`src/rtl/road_request_conditioner.sv`:
```
// rtl/road_request_conditioner.sv - conditions async loop sensors into latched road requests
//
// Purpose: turns raw vehicle-loop sensor levels into clean, latched highway/country
// requests for traffic_controller. Each road has a 2-flop synchroniser, a debounce
// counter and a request latch that clears only after its green has been held for at
// least MIN_SERVE cycles.
//
// Optional feature macro: PED_REQ_EN (adds ped_button, a debounced pedestrian press
// that also latches the country request).
//
// Ports:
//   clk           in   system clock, rising edge
//   reset         in   synchronous, active-high reset
//   raw_highway   in   async highway loop sensor (1 = vehicle present)
//   raw_country   in   async country loop sensor (1 = vehicle present)
//   ped_button    in   async pedestrian button (PED_REQ_EN builds only)
//   Greenhigh     in   highway green feedback
//   Greencountry  in   country green feedback
//   highway_road  out  registered highway request
//   country_road  out  registered country request
//   conflict      out  registered, sticky: both greens seen high on the same edge

module road_request_channel #(
    parameter int DEBOUNCE_CYCLES = 4,
    parameter int MIN_SERVE       = 8,
    parameter int CNT_W           = 4
) (
    input  logic clk,
    input  logic reset,
    input  logic raw_i,
    input  logic green_i,
    input  logic ext_latch_i,
    output logic req_o
);
    typedef enum logic [1:0] {ST_IDLE, ST_LATCHED, ST_SERVING} state_e;

    localparam logic [CNT_W-1:0] DEB_LAST  = CNT_W'(DEBOUNCE_CYCLES - 1);
    localparam logic [CNT_W-1:0] SERVE_MIN = CNT_W'(MIN_SERVE);
    localparam logic [CNT_W-1:0] CNT_ONE   = CNT_W'(1);

    logic             sync1_q;
    logic             sync2_q;
    state_e           state_q;
    logic [CNT_W-1:0] cnt_q;
    logic             req_q;

    always_ff @(posedge clk) begin
        if (reset) begin
            sync1_q <= 1'b0;
            sync2_q <= 1'b0;
            state_q <= ST_IDLE;
            cnt_q   <= '0;
            req_q   <= 1'b0;
        end else begin
            sync1_q <= raw_i;
            sync2_q <= sync1_q;
            case (state_q)
                ST_IDLE: begin
                    // Latch on the sample that would bring the run to DEBOUNCE_CYCLES.
                    if (ext_latch_i || (sync2_q && cnt_q == DEB_LAST)) begin
                        state_q <= ST_LATCHED;
                        cnt_q   <= '0;
                        req_q   <= 1'b1;
                    end else if (sync2_q) begin
                        cnt_q <= cnt_q + CNT_ONE;
                    end else begin
                        cnt_q <= '0;
                    end
                end
                ST_LATCHED: begin
                    if (green_i) begin
                        state_q <= ST_SERVING;
                        cnt_q   <= CNT_ONE;
                    end
                end
                ST_SERVING: begin
                    if (green_i) begin
                        if (cnt_q < SERVE_MIN) begin
                            cnt_q <= cnt_q + CNT_ONE;
                        end
                    end else if (cnt_q >= SERVE_MIN) begin
                        state_q <= ST_IDLE;
                        cnt_q   <= '0;
                        req_q   <= 1'b0;
                    end else begin
                        // Green too short to count as service: keep the request.
                        state_q <= ST_LATCHED;
                        cnt_q   <= '0;
                    end
                end
                default: begin
                    state_q <= ST_IDLE;
                    cnt_q   <= '0;
                    req_q   <= 1'b0;
                end
            endcase
        end
    end

    assign req_o = req_q;
endmodule

module road_request_conditioner #(
    parameter int DEBOUNCE_CYCLES = 4,
    parameter int MIN_SERVE       = 8
) (
    input  logic clk,
    input  logic reset,
    input  logic raw_highway,
    input  logic raw_country,
`ifdef PED_REQ_EN
    input  logic ped_button,
`endif
    input  logic Greenhigh,
    input  logic Greencountry,
    output logic highway_road,
    output logic country_road,
    output logic conflict
);
    localparam int CNT_MAX = (DEBOUNCE_CYCLES > MIN_SERVE) ? DEBOUNCE_CYCLES : MIN_SERVE;
    localparam int CNT_W   = $clog2(CNT_MAX + 1);

    logic conflict_q;
    logic ped_hit;

`ifdef PED_REQ_EN
    localparam logic [CNT_W-1:0] PED_LAST = CNT_W'(DEBOUNCE_CYCLES - 1);

    logic             ped_sync1_q;
    logic             ped_sync2_q;
    logic [CNT_W-1:0] ped_cnt_q;

    // A debounced press is a one-cycle hit; a held button repeats it every
    // DEBOUNCE_CYCLES samples, which only matters once country is idle again.
    assign ped_hit = ped_sync2_q && (ped_cnt_q == PED_LAST);

    always_ff @(posedge clk) begin
        if (reset) begin
            ped_sync1_q <= 1'b0;
            ped_sync2_q <= 1'b0;
            ped_cnt_q   <= '0;
        end else begin
            ped_sync1_q <= ped_button;
            ped_sync2_q <= ped_sync1_q;
            if (ped_hit || !ped_sync2_q) begin
                ped_cnt_q <= '0;
            end else begin
                ped_cnt_q <= ped_cnt_q + CNT_W'(1);
            end
        end
    end
`else
    assign ped_hit = 1'b0;
`endif

    road_request_channel #(
        .DEBOUNCE_CYCLES (DEBOUNCE_CYCLES),
        .MIN_SERVE       (MIN_SERVE),
        .CNT_W           (CNT_W)
    ) u_highway (
        .clk         (clk),
        .reset       (reset),
        .raw_i       (raw_highway),
        .green_i     (Greenhigh),
        .ext_latch_i (1'b0),
        .req_o       (highway_road)
    );

    road_request_channel #(
        .DEBOUNCE_CYCLES (DEBOUNCE_CYCLES),
        .MIN_SERVE       (MIN_SERVE),
        .CNT_W           (CNT_W)
    ) u_country (
        .clk         (clk),
        .reset       (reset),
        .raw_i       (raw_country),
        .green_i     (Greencountry),
        .ext_latch_i (ped_hit),
        .req_o       (country_road)
    );

    always_ff @(posedge clk) begin
        if (reset) begin
            conflict_q <= 1'b0;
        end else if (Greenhigh && Greencountry) begin
            conflict_q <= 1'b1;
        end
    end

    assign conflict = conflict_q;
endmodule

```
`config.mk`:
```
export PLATFORM = sky130hd
export DESIGN_NAME = road_request_conditioner
export DESIGN_NICKNAME = d
export VERILOG_FILES = /design/src/rtl/road_request_conditioner.sv
export SDC_FILE = /design/constraint.sdc
export NUM_CORES = 1
export LEC_CHECK = 0
export BUFFER_PORTS_ARGS = -buffer_cell sky130_fd_sc_hd__buf_2
export CAP_MARGIN = 15
export CORE_AREA = 8 8 54 56
export CTS_CLUSTER_DIAMETER = 100
export DETAILED_ROUTE_END_ITERATION = 6
export DIE_AREA = 0 0 62 64
export PLACE_DENSITY = 0.7
export REMOVE_ABC_BUFFERS = 1
export SYNTH_ARGS = -nofsm -noshare
export SYNTH_HDL_FRONTEND = slang
export SYNTH_HIERARCHICAL = 1
export SYNTH_SLANG_ARGS = --single-unit
```
`constraint.sdc`:
```
create_clock -name clk -period 1.4 [get_ports clk]
set_input_delay 0.07 -clock clk [delete_from_list [all_inputs] [get_ports clk]]
set_output_delay 0.07 -clock clk [all_outputs]
set_load 0.02 [all_outputs]
```
[Word-level counts from Yosys, hierarchy flattened]
Cells that the tools add are included.
Word-level totals
  flip-flop bits (word level): 19
  output and inout bits: 3
  word-level logic and storage cells: 76
Cells by class
  $add $sub $neg: 2
  order comparisons: 4
  eq/ne operators: 16
  multiplexer cells: 30
  bitwise gates (word level): 2
  reductions and logical operators: 11
Operators by type and width (number)
  $mux 4: 10
  $pmux 4 s3: 2
  $mux 2: 6
  $pmux 2 s3: 2
  $add 4x1->4 const B: 2
  $eq 4x2->1 const B: 2
  $ge 4x4->1 const B: 2
  $lt 4x4->1 const B: 2
  $mux 1: 8
  $ne 2x1->1 const B: 4
  $ne 2x2->1 const B: 4
  $reduce_and 4->1: 2
  $ne 3x2->1 const B: 2
  $pmux 1 s3: 2
  $reduce_and 3->1: 2
  $eq 2x1->1 const B: 2
  $eq 2x2->1 const B: 2
  $logic_not 2->1: 2
  $reduce_and 2->1: 2
  $logic_and 1x1->1: 3
  $not 1->1: 2

[Depth between registers and ports, before layout]
  word-level depth: 4
  mapped depth: 5

[Modules after synthesis]
The synthesis kept the hierarchy.
Modules (own cells, without submodules)
  road_request_channel: times used 2, cells an instance 50, area an instance 484.2 µm²
  road_request_conditioner: times used 1, cells an instance 4, area an instance 32.5 µm²

[Worst setup path before layout]
Ideal clock, no wire load.
  path type: flip-flop to flip-flop
  start point: register u_country.cnt_q[0]
  end point: register u_country.cnt_q[2]
  library setup time: 122 ps
  arrival: 1393 ps
  data required time: 1278 ps
  path slack: -115 ps
  cell stages (with the launch flop): 6
  clock period less this slack: 1515 ps
  path through: dfxtp_1 -> ha_1 -> nor3b_2 -> o22ai_4 -> and4bb_1 -> a311o_1
On the way
  longest elaborated chain between the ends: 4
  elaborated cells between the ends (all ways): 11
  those cells by class: 1 x add/sub; 1 x order compare; 2 x eq/ne; 5 x mux; 2 x reduce/logical
Ends and longest elaborated chain
  start, declared: line 44  | logic [CNT_W-1:0] cnt_q;
  start signal, assigned: line 65  | cnt_q <= cnt_q + CNT_ONE;
  start signal, assigned: line 79  | cnt_q <= cnt_q + CNT_ONE;
  $add 4x1->4 or $eq 4x2->1 (tied branches): line 65, 79, 60
  $mux 4, or another cell as far along: line 78  | if (cnt_q < SERVE_MIN) begin
  $mux 4 (on tied branches): line 77, 60
  $pmux 4 s3: line 57  | case (state_q)
Parallel ways exist; a longest one is shown, timed or not. The select of a mux whose other input is x is not followed.
A chain may end at the register's enable or synchronous reset.

[Worst setup path after layout]
  start point: register u_highway.cnt_q[1]
  end point: register u_highway.cnt_q[2]
On the way
  longest elaborated chain between the ends: 4
  elaborated cells between the ends (all ways): 11
  those cells by class: 1 x add/sub; 1 x order compare; 2 x eq/ne; 5 x mux; 2 x reduce/logical
Ends and longest elaborated chain (line)
  start, declared: 44
  start signal, assigned: 65
  start signal, assigned: 79
  $add 4x1->4 or $eq 4x2->1 (tied branches): 65, 79, 60
  $mux 4, or another cell as far along: 78
  $mux 4 (on tied branches): 77, 60
  $pmux 4 s3: 57
Parallel ways exist; a longest one is shown, timed or not. The select of a mux whose other input is x is not followed.

==> flow_summary.ini <==
[sta]
finalCritPeriodShare_pct = 104
hold_viol = 0
skew_ps = 3.27
setup_slack_ps = -54.0
setup_viol = 8
final.min_clock_period_ps = 1450
worst_hold_slack_ps = 91.9
rsz0062_at_grt = true
max_freq_mhz = 688
drv_slew = 0

[synthesis]
synth_top_area_cell = dfxtp_1
yosysWarnings = 6
syn_inst = 104
synthDistinctLibCells = 28
yosysMostFrequentCell = dfxtp_1
avgSynthCellArea_um2 = 9.62
synth_ff_type = dfxtp_1
yosysTopAreaCellShare_pct = 38.0
yosysSeqAreaShare_pct = 38.0
synth_area_leaders = dfxtp_1 (38%), a21oi_1 (5.5%), ha_1 (5.0%), o22ai_4 (4.0%), inv_1 (3.8%)
synth_async_sr_flop_share_pct = 0
synth_common_cells = dfxtp_1 (19), a21oi_1 (11), inv_1 (10)
synth-edff-count = 0
synth-seq-cells = 19
syn-cell-area_um2 = 1000

[route]
drt_iter0_markers = 18
drc = 0
viasPerCell = 5.07
drt-wirelength-per-cell_um = 13.1
antenna_left = 0
vias = 893
detail_route.first_pass.iterations = 4
drt-total-wl_um = 2310

[pwr]
clockPowerShare_pct = 25.7
p_seq_share_pct = 53.3
p_int_uw = 790
comb_power_share_pct = 21.0
swShare_pct = 28.2
power_switching_uw = 310
vdd_ir_drop_max_v = 0.000708
p_per_area_nw_per_um2 = 752
leakage_nw = 0.575

[die]
start_util_pct = 47.5
rows = 17
core-area_um2 = 2110
die_y_um = 64
die_x_um = 62
ios = 9
dieArea_um2 = 3970

[place]
place_inst = 166
place_area_um2 = 1260
place_congestion = 0.768
port_buffers = 8
dp_slack_ps = -132
dpl.hpwl_um = 1540

[cts]
cts_buffers = 3
clock-root-buffer = clkbuf_4
cts.sinks = 19
htreeDepth = 1
clockBufferDepth = 2
insertion_delay_ps = 290
clk_pin_slew_ps = 110
cts_tree = built

[finish]
final_layout_size_suffix_gt1_share_pct = 52.0
num_antenna_cells = 0
num-fill-cells = 159
multi_input_area_um2 = 698
synthToLayoutAreaGrowth_pct = 46.1
finalNonFillerCells = 176
layout.nets = 159
seq_area_um2 = 390
fin_area_um2 = 1460

[worst_setup_path]
crit_fanout = 4
crit_arrival_ps = 1650
crit_type = reg2reg
worstPathRequired_ps = 1600
worst_setup_path_start_kind = register
setup.worst_path.end_class = register

[grt]
grtUsageTotal_pct = 12.9
grt_max_degree = 14
first_global_vias = 923
grt_pass1_wl_um = 4010
grt.overflow.total = 0
antenna_found_initial = 0

[hold_path]
hold_path_class = in2reg

[status]
status = complete, but fails checks
violations = negative setup slack

[flow_run]
cap_viol_max_count = 0
==> sequential cells by signal (all words and copies together) (netlist names) <==
register	flops
u_highway/req_o	1
u_highway/sync2_q	1
u_country/req_o	1
u_highway/sync1_q	1
u_country/state_q	2
u_highway/state_q	2
u_country/cnt_q	4
u_highway/cnt_q	4
conflict	1
u_country/sync2_q	1
u_country/sync1_q	1
==> placed cells by master (no fill, tap or decap), drive strengths merged, types with 4 or more instances in the layout <==
| cell | Yosys | final |
|---|---|---|
| nand3 | 4 | 4 |
| nor2b | 4 | 4 |
| ha | 4 | 4 |
| nor3b | 6 | 6 |
| dfxtp | 19 | 19 |
| conb | 1 | 6 |
| o21ai | 4 | 4 |
| buf | 0 | 35 |
| a21oi | 11 | 11 |
| a211oi | 4 | 4 |
| or2b | 4 | 4 |
| inv | 10 | 10 |
| or3 | 4 | 4 |
| nand2 | 4 | 4 |
==> worst paths after layout <==
path / startpoint / end / slack, ps / cells past startpoint
worst max-delay path: u_highway/cnt_q[1] / u_highway/cnt_q[2] / -50 / 5
worst min-delay path: reset / u_country/cnt_q[1] / 90 / 2
worst max register to register: u_highway/cnt_q[1] / u_highway/cnt_q[2] / -50 / 5
worst min register to register: u_country/sync1_q / u_country/sync2_q / 450 / 1
==> power by group through the flow <==
stage               registers, mW  logic (mW)  clock network (mW)
finish                      0.587       0.231               0.283
global route                0.590       0.256               0.310
CTS                         0.587       0.200               0.291
detailed placement          0.593       0.192                   0
global placement            0.592       0.187                   0
floorplan                   0.609      0.0871                   0
==> logic make-up (layout without fill, tap and decap cells) <==
group,Yosys count,after routing,synth area share [%]
DFF,19,19,38.0
adders and majority gates,4,4,5.00
AOI/OAI and AO/OA,33,33,27.0
other,1,6,0.375
buffers and inverters,12,51,4.50
and+or+nand+nor,35,35,25.1
==> cell type report <==
class / instances / area share (%)
sequential: 19 / 26.7
timing repair buffer: 37 / 18.7
clock buffer: 3 / 1.54
tap: 28 / 2.40
multi-input combinational: 78 / 47.7
clock inverter: 1 / 0.342
inverter: 10 / 2.57
==> per-stage QoR <==
| step | total power, mW | setup TNS (ps) | util (%) |
|---|---|---|---|
| after floorplan | 0.696 | -368 | - |
| after global placement | 0.779 | -616 | 59.8 |
| after detailed placement | 0.785 | -815 | 59.8 |
| after CTS | 1.08 | -275 | 65.7 |
| after global routing | 1.16 | -988 | 69.5 |
| final | 1.10 | -230 | 69.5 |
==> critical path: stages, from the launching register on <==
cell      delay (ps)
dfxtp_2          370
ha_4             140
nor3b_4          240
o22ai_4          130
and4bb_1         200
a311o_1          270
==> per-layer routing <==
metal  track usage [%]  vias to the layer above  wire (um)  share of wire (%)
li1                  -                      463          -                  -
met1              16.6                      413       1040                 45
met2              19.7                       15       1170                 51
met3              3.80                        2         69                3.0
met4              3.99                        0         21               0.91
met5                 0                        -          0                  0
==> repair_timing <==
action                     CTS  global route
setup buffers                2             2
hold endpoints to repair     2             0
hold buffers                 2             0
pin swaps                   19             6
gates resized for setup     19            14
setup endpoints to repair   12            12
(Power assumes the default switching activity.)
